## src/rtl/vga_pkg.sv

```systemverilog
// Shared constants and types for the VGA scan-out path.
package vga_pkg;

  localparam int unsigned ADDR_W = 19;
  localparam int unsigned PIX_W  = 16;

  // Default 640x480@60 timing, in pixels / lines.
  localparam int unsigned DEF_H_VIS  = 640;
  localparam int unsigned DEF_H_FP   = 16;
  localparam int unsigned DEF_H_SYNC = 96;
  localparam int unsigned DEF_H_BP   = 48;
  localparam int unsigned DEF_V_VIS  = 480;
  localparam int unsigned DEF_V_FP   = 10;
  localparam int unsigned DEF_V_SYNC = 2;
  localparam int unsigned DEF_V_BP   = 33;

  localparam int unsigned H_TOT = DEF_H_VIS + DEF_H_FP + DEF_H_SYNC + DEF_H_BP;
  localparam int unsigned V_TOT = DEF_V_VIS + DEF_V_FP + DEF_V_SYNC + DEF_V_BP;

  localparam logic [3:0] AMBER_R = 4'hF;
  localparam logic [3:0] AMBER_G = 4'hB;
  localparam logic [3:0] AMBER_B = 4'h0;

  typedef struct packed {
    logic [3:0] r;
    logic [3:0] g;
    logic [3:0] b;
  } rgb444_t;

  // Colour for one monochrome pixel word: any set bit lights the pixel.
  function automatic rgb444_t pix_to_rgb(input logic [PIX_W-1:0] pix);
    rgb444_t c;
    c = '0;
    if (pix != '0) begin
      c.r = AMBER_R;
      c.g = AMBER_G;
      c.b = AMBER_B;
    end
    return c;
  endfunction

endpackage

```

## src/rtl/vga_timing.sv

```systemverilog
// Pixel-clock divider, raster counters, visibility and raw (unregistered) syncs.
module vga_timing
  import vga_pkg::*;
#(
  parameter int unsigned CLK_DIV  = 2,
  parameter int unsigned H_VIS    = DEF_H_VIS,
  parameter int unsigned H_FP     = DEF_H_FP,
  parameter int unsigned H_SYNC   = DEF_H_SYNC,
  parameter int unsigned H_BP     = DEF_H_BP,
  parameter int unsigned V_VIS    = DEF_V_VIS,
  parameter int unsigned V_FP     = DEF_V_FP,
  parameter int unsigned V_SYNC   = DEF_V_SYNC,
  parameter int unsigned V_BP     = DEF_V_BP,
  parameter logic        SYNC_ACT = 1'b0
) (
  input  logic clk,
  input  logic rst,
  output logic tick,
  output logic vis,
  output logic next_vis,
  output logic frame_wrap,
  output logic at_origin,
  output logic hsync_raw,
  output logic vsync_raw
);

  localparam int unsigned HT = H_VIS + H_FP + H_SYNC + H_BP;
  localparam int unsigned VT = V_VIS + V_FP + V_SYNC + V_BP;
  // One spare count of headroom so the sync end bounds always fit.
  localparam int unsigned HW = $clog2(HT + 1);
  localparam int unsigned VW = $clog2(VT + 1);
  localparam int unsigned DW = $clog2(CLK_DIV);

  logic [DW-1:0] div;
  logic [HW-1:0] hcnt, hcnt_nxt;
  logic [VW-1:0] vcnt, vcnt_nxt;
  logic          h_last, v_last;

  assign tick = (div == DW'(CLK_DIV - 1));

  // Divider: free-running 0..CLK_DIV-1.
  always_ff @(posedge clk) begin
    if (rst) begin
      div <= '0;
    end else if (tick) begin
      div <= '0;
    end else begin
      div <= div + 1'b1;
    end
  end

  // Next raster position; both counters wrap together at the frame end.
  always_comb begin
    h_last   = (hcnt == HW'(HT - 1));
    v_last   = (vcnt == VW'(VT - 1));
    hcnt_nxt = h_last ? '0 : hcnt + 1'b1;
    vcnt_nxt = vcnt;
    if (h_last) begin
      vcnt_nxt = v_last ? '0 : vcnt + 1'b1;
    end
  end

  // Raster counters advance once per pixel tick.
  always_ff @(posedge clk) begin
    if (rst) begin
      hcnt <= '0;
      vcnt <= '0;
    end else if (tick) begin
      hcnt <= hcnt_nxt;
      vcnt <= vcnt_nxt;
    end
  end

  // Decodes of the current and next position.
  always_comb begin
    vis        = (hcnt < HW'(H_VIS)) && (vcnt < VW'(V_VIS));
    next_vis   = (hcnt_nxt < HW'(H_VIS)) && (vcnt_nxt < VW'(V_VIS));
    frame_wrap = h_last && v_last;
    at_origin  = (hcnt == '0) && (vcnt == '0);
    hsync_raw  = ~SYNC_ACT;
    vsync_raw  = ~SYNC_ACT;
    if ((hcnt >= HW'(H_VIS + H_FP)) && (hcnt < HW'(H_VIS + H_FP + H_SYNC))) begin
      hsync_raw = SYNC_ACT;
    end
    if ((vcnt >= VW'(V_VIS + V_FP)) && (vcnt < VW'(V_VIS + V_FP + V_SYNC))) begin
      vsync_raw = SYNC_ACT;
    end
  end

endmodule

```

## src/rtl/vga_scan.sv

```systemverilog
// VRAM read-side master: raster address generation and registered VGA pin stage.
module vga_scan
  import vga_pkg::*;
#(
  parameter int unsigned CLK_DIV  = 2,
  parameter int unsigned H_VIS    = DEF_H_VIS,
  parameter int unsigned H_FP     = DEF_H_FP,
  parameter int unsigned H_SYNC   = DEF_H_SYNC,
  parameter int unsigned H_BP     = DEF_H_BP,
  parameter int unsigned V_VIS    = DEF_V_VIS,
  parameter int unsigned V_FP     = DEF_V_FP,
  parameter int unsigned V_SYNC   = DEF_V_SYNC,
  parameter int unsigned V_BP     = DEF_V_BP,
  parameter logic        SYNC_ACT = 1'b0
) (
  input  logic              clk,
  input  logic              rst,
  output logic [ADDR_W-1:0] raddr,
  input  logic [PIX_W-1:0]  rdata,
  output logic [3:0]        vga_r,
  output logic [3:0]        vga_g,
  output logic [3:0]        vga_b,
  output logic              hsync,
  output logic              vsync,
  output logic              de,
  output logic              frame_start
);

  // The read data must settle for at least one clock between pixel ticks.
  if (CLK_DIV < 2) begin : g_div_chk
    $error("vga_scan: CLK_DIV must be >= 2");
  end

  logic    tick, vis, next_vis, frame_wrap, at_origin;
  logic    hsync_raw, vsync_raw;
  rgb444_t pix_rgb, rgb_q;

  vga_timing #(
    .CLK_DIV  (CLK_DIV),
    .H_VIS    (H_VIS),
    .H_FP     (H_FP),
    .H_SYNC   (H_SYNC),
    .H_BP     (H_BP),
    .V_VIS    (V_VIS),
    .V_FP     (V_FP),
    .V_SYNC   (V_SYNC),
    .V_BP     (V_BP),
    .SYNC_ACT (SYNC_ACT)
  ) u_timing (
    .clk        (clk),
    .rst        (rst),
    .tick       (tick),
    .vis        (vis),
    .next_vis   (next_vis),
    .frame_wrap (frame_wrap),
    .at_origin  (at_origin),
    .hsync_raw  (hsync_raw),
    .vsync_raw  (vsync_raw)
  );

  // Address tracks the pixel the counters point at: step only when moving onto a
  // visible pixel, so it parks on the last visible address through blanking.
  always_ff @(posedge clk) begin
    if (rst) begin
      raddr <= '0;
    end else if (tick) begin
      if (frame_wrap) begin
        raddr <= '0;
      end else if (next_vis) begin
        raddr <= raddr + 1'b1;
      end
    end
  end

  // Colour for the pixel being retired; blanking forces black so stale rdata never shows.
  always_comb begin
    pix_rgb = '0;
    if (vis) begin
      pix_rgb = pix_to_rgb(rdata);
    end
  end

  // Output stage: everything registered on the same tick, one pixel behind the counters.
  always_ff @(posedge clk) begin
    if (rst) begin
      rgb_q       <= '0;
      de          <= 1'b0;
      hsync       <= ~SYNC_ACT;
      vsync       <= ~SYNC_ACT;
      frame_start <= 1'b0;
    end else begin
      frame_start <= 1'b0;
      if (tick) begin
        rgb_q       <= pix_rgb;
        de          <= vis;
        hsync       <= hsync_raw;
        vsync       <= vsync_raw;
        frame_start <= at_origin;
      end
    end
  end

  assign vga_r = rgb_q.r;
  assign vga_g = rgb_q.g;
  assign vga_b = rgb_q.b;

endmodule

```

## config.mk

```make
export PLATFORM = sky130hd
export DESIGN_NAME = vga_scan
export DESIGN_NICKNAME = d
export VERILOG_FILES = /design/src/rtl/vga_pkg.sv /design/src/rtl/vga_timing.sv /design/src/rtl/vga_scan.sv
export SDC_FILE = /design/constraint.sdc
export NUM_CORES = 1
export LEC_CHECK = 0
export CELL_PAD_IN_SITES_DETAIL_PLACEMENT = 0
export CELL_PAD_IN_SITES_GLOBAL_PLACEMENT = 2
export CORE_AREA = 4 4 94 96
export DETAILED_ROUTE_END_ITERATION = 12
export DIE_AREA = 0 0 98 100
export PLACE_DENSITY = 0.88
export SETUP_SLACK_MARGIN = 0.15
export SYNTH_ARGS = -nofsm -noshare
export SYNTH_HDL_FRONTEND = slang
export SYNTH_HIERARCHICAL = 1
export SYNTH_SLANG_ARGS = --single-unit
```

## constraint.sdc

```tcl
create_clock -name clk -period 9.29 [get_ports clk]
set_input_delay 1.858 -clock clk [delete_from_list [all_inputs] [get_ports clk]]
set_output_delay 1.858 -clock clk [all_outputs]
set_load 0.1 [all_outputs]
```

After elaboration in Yosys (flattened, before gate mapping)

Cells that the tools add are included.

Bits in registers: 56
Logic and storage cells: 48
Output and inout port bits: 35
Input port bits: 18

Add/sub/neg operators: 4
Reductions and logical operators: 13
Magnitude comparators: 8
Multiplexer cells: 9
Equal/unequal tests: 2
Bitwise operators: 1

Operators with widths:

| kind                    | count |
|---|---|
| $mux W19                | 2 |
| $lt A10 B10 Y1 const B  | 3 |
| $lt A10 B9 Y1 const B   | 3 |
| $mux W10                | 3 |
| $mux W12                | 2 |
| $add A10 B1 Y10 const B | 2 |
| $eq A10 B10 Y1 const B  | 2 |
| $logic_not A10 Y1       | 2 |
| $add A19 B1 Y19 const B | 1 |
| $reduce_bool A16 Y1     | 1 |
| $ge A10 B10 Y1 const B  | 1 |
| $ge A10 B9 Y1 const B   | 1 |
| $logic_and A1 B1 Y1     | 6 |
| $reduce_or A2 Y1        | 2 |
| $mux W1                 | 2 |
| $reduce_and A2 Y1       | 1 |
| $reduce_bool A2 Y1      | 1 |
| $add A1 B1 Y1 const B   | 1 |
| $not A1 Y1              | 1 |

Depth between registers and ports, before layout

Gate-level depths: netlist (run 1).

Word-level depth: 7
Gate-level depth with buffers: 12

Hierarchy

The synthesis (run 1) kept the hierarchy.

Modules (own cells, without submodules):

| module     | area each (um^2) | instances | cells each |
|---|---|---|---|
| vga_timing | 1278.7           | 1         | 169 |
| vga_scan   | 1216.2           | 1         | 141 |

Least setup slack after synthesis (run 1)

OpenSTA, ideal clock, no wires.

Path type: register to register
Start point: reg u_timing.hcnt[5]
End point: reg raddr[15]
Library setup time: 116 ps
Setup slack: 5519 ps
Data required time: 9174 ps
Buffers on the path: 2
Cell stages (with the launch flop): 12
Data arrival time: 3655 ps
Cell sequence: dfxtp_1 > or4b_1 > buf_2 > or4_1 > buf_2 > or3_4 > xnor2_1 > a211oi_1 > o2111ai_1 > nor4_4 > a31oi_1 > a41o_1

Cells in the longest elaborated chain, start to end: 6

Ends and longest elaborated chain:

| what                                              | line                               | RTL |
|---|---|---|
| start, declared                                   | vga_timing.sv:35                   | `logic [HW-1:0] hcnt, hcnt_nxt;` |
| start signal, assigned                            | vga_timing.sv:69                   | `hcnt <= hcnt_nxt;` |
| $add A10 B1 Y10 or $eq A10 B10 Y1 (tied branches) | vga_timing.sv:56, vga_timing.sv:54 |  |
| $mux W10, on equally long branches                | vga_timing.sv:56, vga_timing.sv:58 |  |
| $lt A10 B10 Y1 or $lt A10 B9 Y1 (tied branches)   | vga_timing.sv:77                   | `next_vis = (hcnt_nxt < HW'(H_VIS)) && (vcnt_nxt < VW'(V_VIS));` |
| $logic_and A1 B1 Y1 (*)                           | vga_timing.sv:77                   |  |
| net next_vis                                      | vga_scan.sv:34                     | `logic tick, vis, next_vis, frame_wrap, at_origin;` |
| $reduce_bool A2 Y1 (no source line) (*)           | n/a                                |  |
| $reduce_and A2 Y1 (no source line) (*)            | n/a                                |  |
| end signal, assigned                              | vga_scan.sv:70                     | `raddr <= raddr + 1'b1;` |
| end, declared                                     | vga_scan.sv:18                     | `output logic [ADDR_W-1:0] raddr,` |

The timed path passes the listed nets; every way through them passes the cells marked *.
A chain may end at the register's enable or synchronous reset.

Worst setup path in the final report (run 1)

Ends and elaborated chain as after synthesis.

==> results.md, run 1 <==
* Buffers on Ports at 47
* H-tree depth at 2
* Initial DRC count at 85
* Initial antenna violation count at 0
* Status: completed
* Largest family of logic cells by synthesized area: simple AND/OR/NAND/NOR gates
* Setup Slack @ Placement at 5.273 ns
* Routed WL per cell at 13.96 um
* Primary FF master, synth: dfxtp_1
* Sw Ratio at 31.76%
* Design Power at 0.3916 mW
* Final HPWL DP at 4652 um
* Worst setup path class: reg2reg
* Global-route wire length before repair at 10,760 um
* Share of cells above drive strength 1 at 5.797%
* Final Max Tran Viols at 0
* Die area at 9800 um^2
* Final Net Count at 367
* ANT cells at 0
* Hold Crit Class: reg2reg
* Vias in the first global route at 2,248
* Post-synth top area share at 36.11%
* Hold Slack at 0.4904 ns
* CTS Buffer Depth at 2
* Sequential area share after synthesis at 36.11%
* PnR worst setup slack at 5.241 ns
* Die H at 100 um
* Sinks on Clock Net at 45
* Mux share of post-synthesis cell area at 2.056%
* DP Area at 2972 um^2
* Total track usage at 13.05%
* FMAX at 247.0 MHz
* Critical path peak fanout at 7
* Endpoints failing setup at 0
* Share of synthesized registers carrying an async set or reset at 0%
* Tcrit/Tclk final at 43.59%
* Unrepaired setup endpoints after global routing: false
* Drt pass-1 iters at 4
* Final core occ at 37.93%
* Post-Syn Instances at 310
* Clock latency on the worst-skew pair at 0.30 ns
* Cts hold-fix bufs at 0
* Leak at 1.033 nW
* EDFF count, synth at 0
* IO Pins at 53
* Yosys warns at 6
* Rel. slew slack at 34.42%
* Adder-cell share of the synthesized area at 2.508%
* Post-CTS Setup Bufs at 0
* Vias at 2,332
* Post-CTS sizing at 0
* Combinational share of power at 18.7%
* Final WL at 6280 um
* Post-Place Cells at 442
* Internal power at 0.2672 mW
* Pin count of the biggest net entering global routing at 32
* Synth top area cells: dfxtp_1, nor2_1, a21oi_1, nand4_1, buf_4
* Num CTS Buffers at 5
* GRT overflow at 0
* Avg Synthesized Cell Area at 8.048 um^2
* Post-synthesis compound-gate area fraction at 15.45%
* GP Congestion at 0.7926
* Standard-cell rows at 33
* Post-layout min period at 4.049 ns
* Layout Cells excl Fill at 450
* Core area at 8051 um^2
* Clk pwr share at 30.4%
* Final hold violations at 0
* CTS tree: yes
* Simple-gate area share of the yosys netlist at 30.24%
* Root Driver: clkbuf_8
* Synth Cell Area at 2495 um^2
* Worst vdd rail ir drop at 0.00004913 V
* Vias per inst at 5.182
* Synth Area in XOR/XNOR at 5.617%
* Startpoint type of the worst setup path: flip-flop
* Remaining antenna violation count after routing at 0
* Initial Utilization at 30.99%
* Sequential share of power at 50.9%
* Sw Pwr at 0.1244 mW
* DRC Markers at 0
* Fillers at 880
* Clk slew on worst S/H paths at 0.10 ns
* Distinct cell type count after synthesis at 50
* Total Neg Setup Slack at 0 ns
* Synth-to-Final Area Change at 22.42%
* Die extent in x at 98 um
* Crit end category: flip-flop
* Synthesized flop and latch total at 45
* Cell area after layout at 3054 um^2
* P per Cell Area at 128.2 nW/um^2
* Worst slew pin tran at 0.9807 ns
* Cell accounting for the most synthesized area: dfxtp_1
* Worst EP arrival at 4.24 ns
* Max Cap Viol at 0
* Clock skew at 0.01692 ns
* CP required at 9.48 ns
==> sequential cells by signal, summed over array words and instances (netlist names) <==
name	flops
u_timing/tick	1
vga_r	1
raddr	19
vsync	1
hsync	1
frame_start	1
u_timing/vcnt	10
u_timing/hcnt	10
de	1
==> kinds of logic (layout without fill, tap and decap cells) <==
kind of cell | after synthesis | in the layout
AOI/OAI and AO/OA | 60 | 60
xor gates and xnor gates | 16 | 16
adders and majority gates | 5 | 5
buffers and inverters | 37 | 68
DFF | 45 | 45
muxes | 5 | 5
other | 1 | 5
and+or+nand+nor | 141 | 141
==> synth_stat cells, types with 2 or more instances <==
master	number
a211o_1	2
a211oi_1	2
a21oi_1	22
a22oi_1	2
a31oi_1	3
a32o_1	2
a41o_1	2
and3_1	5
buf_2	4
buf_4	12
clkbuf_1	9
dfxtp_1	45
ha_1	5
inv_1	11
mux2i_1	4
nand2_1	24
nand3_1	12
nand4_1	16
nor2_1	36
nor2b_1	2
nor3_1	10
nor3b_1	4
nor4_1	10
o211ai_1	2
o21ai_0	13
o31ai_1	2
o32ai_1	2
or3_1	7
or4_1	4
or4b_2	2
xnor2_1	7
xor2_1	9
==> path summary, 6_finish.rpt <==
kind	startpoint	endpoint	slack, ns	cells after the start
setup / recovery	u_timing/hcnt[5]$_SDFFE_PP0P_	raddr[15]$_SDFFE_PP0P_	5.24	9
hold / removal	raddr[18]$_SDFFE_PP0P_	raddr[18]$_SDFFE_PP0P_	0.49	2
setup reg to reg	u_timing/hcnt[5]$_SDFFE_PP0P_	raddr[15]$_SDFFE_PP0P_	5.24	9
hold reg to reg	raddr[18]$_SDFFE_PP0P_	raddr[18]$_SDFFE_PP0P_	0.49	2
==> layout make-up <==
| class | instances | area, um^2 | share of cell area [%] |
|---|---|---|---|
| Clock buffer | 6 | 72.57 | 2.376 |
| Clock inverter | 2 | 10.01 | 0.3277 |
| Inverter | 11 | 41.29 | 1.352 |
| Multi-Input combinational cell | 232 | 1413 | 46.25 |
| Sequential cell | 45 | 900.9 | 29.50 |
| Tap cell | 105 | 131.4 | 4.302 |
| Timing Repair Buffer | 49 | 485.5 | 15.90 |
==> layout by cell type (no fill, tap or decap), types with 5 or more instances in the layout <==
cell type        instances
nor3_1                  10
or3_1                    7
clkbuf_8                 5
ha_1                     5
xor2_1                   9
a21oi_1                 22
nand3_1                 12
clkdlybuf4s50_1         47
conb_1                   5
dfxtp_1                 45
and3_1                   5
o21ai_0                 13
nand4_1                 16
nor4_1                  10
nand2_1                 24
nor2_1                  36
inv_1                   11
xnor2_1                  7
==> power by group through the flow <==
| stage | Clock [mW] | Sequential (mW) | Combinational (mW) |
|---|---|---|---|
| floorplan | 0 | 0.220 | 0.0408 |
| global placement | 0 | 0.204 | 0.0732 |
| detailed placement | 0 | 0.204 | 0.0735 |
| CTS | 0.124 | 0.200 | 0.0735 |
| global route | 0.131 | 0.200 | 0.0765 |
| finish | 0.119 | 0.199 | 0.0731 |
==> routing by layer <==
layer  up-vias  wire length (um)  track usage [%]
li1       1185                 -                -
met1      1092              3024            17.12
met2        47              2945            22.09
met3         8               245            2.432
met4         0                64            3.514
met5         -                 0                0
==> worst max-delay path, stage by stage, from the launching register on <==
cell       delay (ns)
dfxtp_1          0.39
or4b_1           0.63
or4_1            0.64
or3_4            0.38
xnor2_1          0.13
a211oi_1         0.61
o2111ai_1        0.33
nor4_4           0.48
a31oi_1          0.13
a41o_1           0.22
No activity file was read; power rests on OpenSTA's default activity.
==> run 2, diff against run 1 <==
CORE_AREA = 4 4 98 100   (was 4 4 94 96)
DIE_AREA = 0 0 102 104   (was 0 0 98 100)
PLACE_DENSITY = 0.82   (was 0.88)
clock period = 4.05 ns   (was 9.29 ns; I/O delays follow)
==> run 2 against run 1 <==
  * Non-clock buffer count grew 6
  * Clock skew down 0.0046 ns
  * Clock power grew to 3.0 times the previous value
  * Combinational power increased by 130%
  * Power grew to 2.5 times the previous value
  * Core utilization is 1.7 points lower
  * First-iteration DRC count rose by 18%
  * Worst setup slack got worse by 4.8 ns
  * Global-route usage is 0.98 points lower
  * Routed wire length up 0.35%
  * Sequential cell count is the same
  * Largest cell class unchanged
  * Largest power group unchanged
  * Highest routed layer unchanged
==> results.md, run 2 (same netlist as run 1, synthesis figures left out) <==
* Vias at 2,353 (was 2,332)
* Final WL at 6302 um (was 6280 um)
* Post-layout min period at 3.649 ns (was 4.049 ns)
* Clock skew at 0.01229 ns (was 0.01692 ns)
* CP required at 4.25 ns (was 9.48 ns)
* Hold Crit Class: reg2reg (unchanged)
* Reg with most FFs: raddr (unchanged)
* Worst EP arrival at 3.85 ns (was 4.24 ns)
* Initial Utilization at 28.75% (was 30.99%)
* Buffers on Ports at 47 (unchanged)
* Commonest non-fill, non-tap cell in the layout: clkdlybuf4s50_1 (unchanged)
* CTS Buffer Depth at 2 (unchanged)
* Share of cells above drive strength 1 at 7.977% (was 5.797%)
* Internal power at 0.6961 mW (was 0.2672 mW)
* Area of the multi-input gates at 1416 um^2 (was 1413 um^2)
* Post-CTS Setup Bufs at 0 (unchanged)
* Rel. slew slack at 34.87% (was 34.42%)
* Vias in the first global route at 2,149 (was 2,248)
* Cell family with most CP delay: simple AND/OR/NAND/NOR gates (unchanged)
* Worst slew pin tran at 0.9739 ns (was 0.9807 ns)
* ANT cells at 0 (unchanged)
* GRT overflow at 0 (unchanged)
* Routed WL per cell at 13.73 um (was 13.96 um)
* Worst path max stage delay at 0.64 ns (about the same)
* Global-route wire length before repair at 10,560 um (was 10,760 um)
* Clk slew on worst S/H paths at 0.09 ns (was 0.10 ns)
* Root Driver: clkbuf_8 (unchanged)
* Sw Ratio at 29.39% (was 31.76%)
* Largest register FFs at 19 (unchanged)
* Unrepaired setup endpoints after global routing: false (unchanged)
* Sequential share of power at 46.4% (was 50.9%)
* Critical path peak fanout at 7 (unchanged)
* Worst setup path class: reg2reg (unchanged)
* Crit end category: flip-flop (unchanged)
* Final Max Tran Viols at 0 (unchanged)
* Clk pwr share at 36.4% (was 30.4%)
* Die H at 104 um (was 100 um)
* Most frequent cells in the layout: clkdlybuf4s50_1, dfxtp_1, nor2_1 (unchanged)
* Sinks on Clock Net at 45 (unchanged)
* Sw Pwr at 0.2898 mW (was 0.1244 mW)
* Cell area after layout at 3142 um^2 (was 3054 um^2)
* Startpoint type of the worst setup path: flip-flop (unchanged)
* Initial antenna violation count at 0 (unchanged)
* Vias per inst at 5.126 (was 5.182)
* CP max stage cell: or4b_1 (was or4_1)
* Final hold violations at 0 (unchanged)
* Pin count of the biggest net entering global routing at 21 (was 32)
* Clock latency on the worst-skew pair at 0.30 ns (about the same)
* Max Cap Viol at 0 (unchanged)
* GP Congestion at 0.7871 (was 0.7926)
* Drt pass-1 iters at 4 (unchanged)
* Endpoints failing setup at 0 (unchanged)
* Num CTS Buffers at 5 (unchanged)
* Synth-to-Final Area Change at 25.93% (was 22.42%)
* CP cell instances: or4b_1 > or4_4 > or3_4 > xnor2_1 > a211oi_1 > buf_4 > o2111ai_1 > nor4_4 > a31oi_1 > a41o_1 (was or4b_1 > or4_1 > or3_4 > xnor2_1 > a211oi_1 > o2111ai_1 > nor4_4 > a31oi_1 > a41o_1)
* Final Net Count at 373 (was 367)
* Post-CTS sizing at 0 (unchanged)
* Core area at 8678 um^2 (was 8051 um^2)
* Remaining antenna violation count after routing at 0 (unchanged)
* Final HPWL DP at 4779 um (was 4652 um)
* P per Cell Area at 313.8 nW/um^2 (was 128.2 nW/um^2)
* Worst vdd rail ir drop at 0.0001238 V (was 0.00004913 V)
* Die extent in x at 102 um (was 98 um)
* Fillers at 926 (was 880)
* Setup Slack @ Placement at 0.3126 ns (was 5.273 ns)
* DP Area at 3020 um^2 (was 2972 um^2)
* CTS tree: yes (unchanged)
* Standard-cell rows at 34 (was 33)
* Design Power at 0.9859 mW (was 0.3916 mW)
* Tcrit/Tclk final at 90.10% (was 43.59%)
* PnR worst setup slack at 0.4009 ns (was 5.241 ns)
* Largest regs: raddr x19, u_timing/hcnt x10, u_timing/vcnt x10 (unchanged)
* Total Neg Setup Slack at 0 ns (unchanged)
* Combinational share of power at 17.2% (was 18.7%)
* H-tree depth at 2 (unchanged)
* DRC Markers at 0 (unchanged)
* Reg area at 902.1 um^2 (was 900.9 um^2)
* IO Pins at 53 (unchanged)
* Total track usage at 12.07% (was 13.05%)
* Die area at 10,610 um^2 (was 9800 um^2)
* CP bufs+invs at 1 (was 0)
* FMAX at 274.0 MHz (was 247.0 MHz)
* Leak at 1.079 nW (was 1.033 nW)
* Cts hold-fix bufs at 0 (unchanged)
* Status: completed (unchanged)
* Initial DRC count at 100 (was 85)
[run 2: changes by cell type in the layout (fill, tap and decap cells not counted), sizes merged]
cell / previous run / this run
clkbuf: 6 / 7
bufinv: 0 / 1
clkinv: 2 / 0
buf: 2 / 8
[run 2: path summary, 6_finish.rpt]
path	startpoint	end	slack, ns	cells past startpoint
setup reg to reg	u_timing/hcnt[5]$_SDFFE_PP0P_	raddr[15]$_SDFFE_PP0P_	0.40	10
setup / recovery	u_timing/hcnt[5]$_SDFFE_PP0P_	raddr[15]$_SDFFE_PP0P_	0.40	10
hold reg to reg	raddr[18]$_SDFFE_PP0P_	raddr[18]$_SDFFE_PP0P_	0.49	2
hold / removal	raddr[18]$_SDFFE_PP0P_	raddr[18]$_SDFFE_PP0P_	0.49	2
[run 2: power by group through the flow]
stage                     Sequential (mW)  Clock [mW]  Combinational [mW]
after floorplan                     0.506           0              0.0935
after global placement              0.468           0               0.170
after detailed placement            0.468           0               0.170
after CTS                           0.458       0.372               0.171
after global routing                0.459       0.397               0.178
final                               0.457       0.359               0.169
[run 2: final cells by class]
type | instances | share of cell area (%)
Clock buffer | 7 | 2.748
Clock inverter | 1 | 0.9558
Timing Repair Buffer | 55 | 16.89
Tap cell | 108 | 4.301
Sequential cell | 45 | 28.71
Inverter | 11 | 1.314
Multi-Input combinational cell | 232 | 45.08
[run 2: routing by layer]
| layer | wire length (um) | GRT usage, % |
|---|---|---|
| met1 | 3040 | 16.58 |
| met2 | 2822 | 18.99 |
| met3 | 385 | 2.817 |
| met4 | 53 | 2.905 |
| met5 | 0 | 0 |
[run 2: stage by stage]
| stage | utilization (%) | hold slack (ns) | cells |
|---|---|---|---|
| floorplan | - | 0.4661 | 314 |
| global placement | 34.80 | 0.4707 | 451 |
| detailed placement | 34.80 | 0.4820 | 451 |
| CTS | 36.14 | 0.4971 | 459 |
| global route | 36.20 | 0.5253 | 459 |
| finish | 36.20 | 0.4947 | 459 |
[run 2: tightest hold or removal path, delay by kind of cell (launching register included)]
kind / cells / cell delay [ns]
AOI/OAI and AO/OA: 2 / 0.13
DFF: 1 / 0.33
==> run 3, diff against run 2 <==
CAP_MARGIN = 15   (was unset)
CORE_AREA = 4 4 94 96   (was 4 4 98 100)
DIE_AREA = 0 0 98 100   (was 0 0 102 104)
PLACE_DENSITY = 0.88   (was 0.82)
clock period = 4.36 ns   (was 4.05 ns; I/O delays follow)
==> run 3 against run 2 <==
  * Worst hold slack worse by 0.011 ns
  * Sequential power is 7.0% lower
  * Sequential cell count is the same
  * Routed wire length down 1.9%
  * Worst setup slack improved by 0.26 ns
  * Largest cell class unchanged
  * Highest routed layer unchanged
==> results.md, run 3 (same netlist as run 1, synthesis figures left out) <==
* GP Congestion at 0.7948 (was 0.7871)
* Worst vdd rail ir drop at 0.0001180 V (was 0.0001238 V)
* DRC Markers at 0 (unchanged)
* Clk slew on worst S/H paths at 0.10 ns (was 0.09 ns)
* Vias per inst at 5.157 (was 5.126)
* Reg2reg start: u_timing/hcnt[4]$_SDFFE_PP0P_ (was u_timing/hcnt[5]$_SDFFE_PP0P_)
* Initial antenna violation count at 0 (unchanged)
* Synth-to-Final Area Change at 25.38% (was 25.93%)
* Hold Slack at 0.4836 ns (was 0.4947 ns)
* Root Driver: clkbuf_8 (unchanged)
* Startpoint type of the worst setup path: flip-flop (unchanged)
* Final WL at 6183 um (was 6302 um)
* Final hold violations at 0 (unchanged)
* ANT cells at 0 (unchanged)
* Hold path start: raddr[18]$_SDFFE_PP0P_ (unchanged)
* Vias at 2,336 (was 2,353)
* H-tree depth at 2 (unchanged)
* CTS tree: yes (unchanged)
* CP required at 4.57 ns (was 4.25 ns)
* FMAX at 270.2 MHz (was 274.0 MHz)
* Endpoints failing setup at 0 (unchanged)
* P per Cell Area at 307.1 nW/um^2 (was 313.8 nW/um^2)
* Initial DRC count at 91 (was 100)
* Max Cap Viol at 0 (unchanged)
* IO Pins at 53 (unchanged)
* Total Neg Setup Slack at 0 ns (unchanged)
* GRT overflow at 0 (unchanged)
* Post-CTS Setup Bufs at 0 (unchanged)
* Vias in the first global route at 2,115 (was 2,149)
* Standard-cell rows at 33 (was 34)
* Share of cells above drive strength 1 at 6.897% (was 7.977%)
* Global-route wire length before repair at 10,120 um (was 10,560 um)
* Largest regs: raddr x19, u_timing/hcnt x10, u_timing/vcnt x10 (unchanged)
* Core area at 8051 um^2 (was 8678 um^2)
* Worst setup path class: reg2reg (unchanged)
* Final Max Tran Viols at 0 (unchanged)
* Worst EP arrival at 3.91 ns (was 3.85 ns)
* Crit end category: flip-flop (unchanged)
* Post-CTS sizing at 0 (unchanged)
* Tcrit/Tclk final at 84.90% (was 90.10%)
* Worst setup startpoint: u_timing/hcnt[4]$_SDFFE_PP0P_ (was u_timing/hcnt[5]$_SDFFE_PP0P_)
* Final HPWL DP at 4666 um (was 4779 um)
* Drt pass-1 iters at 4 (unchanged)
* Commonest non-fill, non-tap cell in the layout: clkdlybuf4s50_1 (unchanged)
* Die H at 100 um (was 104 um)
* Hold Crit Class: reg2reg (unchanged)
* Final Net Count at 370 (was 373)
* Post-layout min period at 3.701 ns (was 3.649 ns)
* Most frequent cells in the layout: clkdlybuf4s50_1, dfxtp_1, nor2_1 (unchanged)
* Total track usage at 12.48% (was 12.07%)
* Buffers on Ports at 47 (unchanged)
* Initial Utilization at 30.99% (was 28.75%)
* Worst slew pin tran at 0.9732 ns (was 0.9739 ns)
* Num CTS Buffers at 5 (unchanged)
* Clock skew at 0.01405 ns (was 0.01229 ns)
* Critical path peak fanout at 8 (was 7)
* Largest register FFs at 19 (unchanged)
* Unrepaired setup endpoints after global routing: false (unchanged)
* Reg with most FFs: raddr (unchanged)
* Die extent in x at 98 um (was 102 um)
* Rel. slew slack at 34.91% (was 34.87%)
* Remaining antenna violation count after routing at 0 (unchanged)
* Clock latency on the worst-skew pair at 0.31 ns (was 0.30 ns)
* Pin count of the biggest net entering global routing at 29 (was 21)
* Die area at 9800 um^2 (was 10,610 um^2)
* Cts hold-fix bufs at 0 (unchanged)
* CTS Buffer Depth at 2 (unchanged)
* Status: completed (unchanged)
* Sinks on Clock Net at 45 (unchanged)
* Leak at 1.071 nW (was 1.079 nW)
* Routed WL per cell at 13.65 um (was 13.73 um)
==> run 3: cell count changes in the layout (fill, tap and decap cells not counted), sizes merged <==
cell    previous run  this run
clkbuf             7         5
bufinv             1         2
clkinv             0         1
buf                8         5
==> run 3: path summary, 6_finish.rpt <==
path	to	cells after the start	slack, ns
setup reg to reg	raddr[15]$_SDFFE_PP0P_	10	0.66
hold / removal	raddr[18]$_SDFFE_PP0P_	2	0.48
setup / recovery	raddr[15]$_SDFFE_PP0P_	10	0.66
hold reg to reg	raddr[18]$_SDFFE_PP0P_	2	0.48
==> run 3: cell type report <==
cell class | count | area, um^2
inverters | 11 | 41.29
repair buffers | 52 | 508.0
clock buffers | 5 | 68.82
flip-flops and latches | 45 | 900.9
fillers | 845 | 4923
multi-input cells | 232 | 1413
clock inverters | 3 | 65.06
well taps | 105 | 131.4
==> run 3: power breakdown <==
| part | switching, mW | leakage, nW | total, mW | internal, mW |
|---|---|---|---|---|
| sequential | 0.00712 | 0.364 | 0.425 | 0.418 |
| combinational | 0.116 | 0.639 | 0.156 | 0.0403 |
| clock | 0.152 | 0.0681 | 0.380 | 0.228 |
| total | 0.275 | 1.07 | 0.961 | 0.686 |
==> run 3: per-layer routing <==
| metal | GRT usage, % | part of all wire (%) | wire length, um |
|---|---|---|---|
| met4 | 3.195 | 0.89 | 55 |
| met1 | 15.99 | 48 | 2945 |
| met2 | 21.47 | 47 | 2933 |
| met5 | 0 | 0 | 0 |
| met3 | 2.571 | 4.0 | 249 |
==> run 3: per-stage QoR <==
stage / util [%] / power (mW) / setup WS, ns / cells / area, um^2
6_report: 38.85 / 0.9607 / 0.6586 / 453 / 3128
5_1_grt: 38.85 / 0.9942 / 0.4154 / 453 / 3128
4_1_cts: 38.85 / 0.9720 / 0.6554 / 453 / 3128
3_5_place_dp: 37.19 / 0.5913 / 0.6552 / 445 / 2994
3_3_place_gp: 37.19 / 0.5912 / 0.7334 / 445 / 2994
2_1_floorplan: - / 0.5567 / 0.5890 / 314 / 2510
==> run 3: critical path, stage by stage (launching register included) <==
cell and delay (ns):
dfxtp_1 0.45, or4b_1 0.57, or4_1 0.64, or3_4 0.38
xnor2_1 0.13, a211oi_1 0.22, buf_4 0.17, o2111ai_1 0.23
nor4_4 0.46, a31oi_1 0.14, a41o_1 0.21
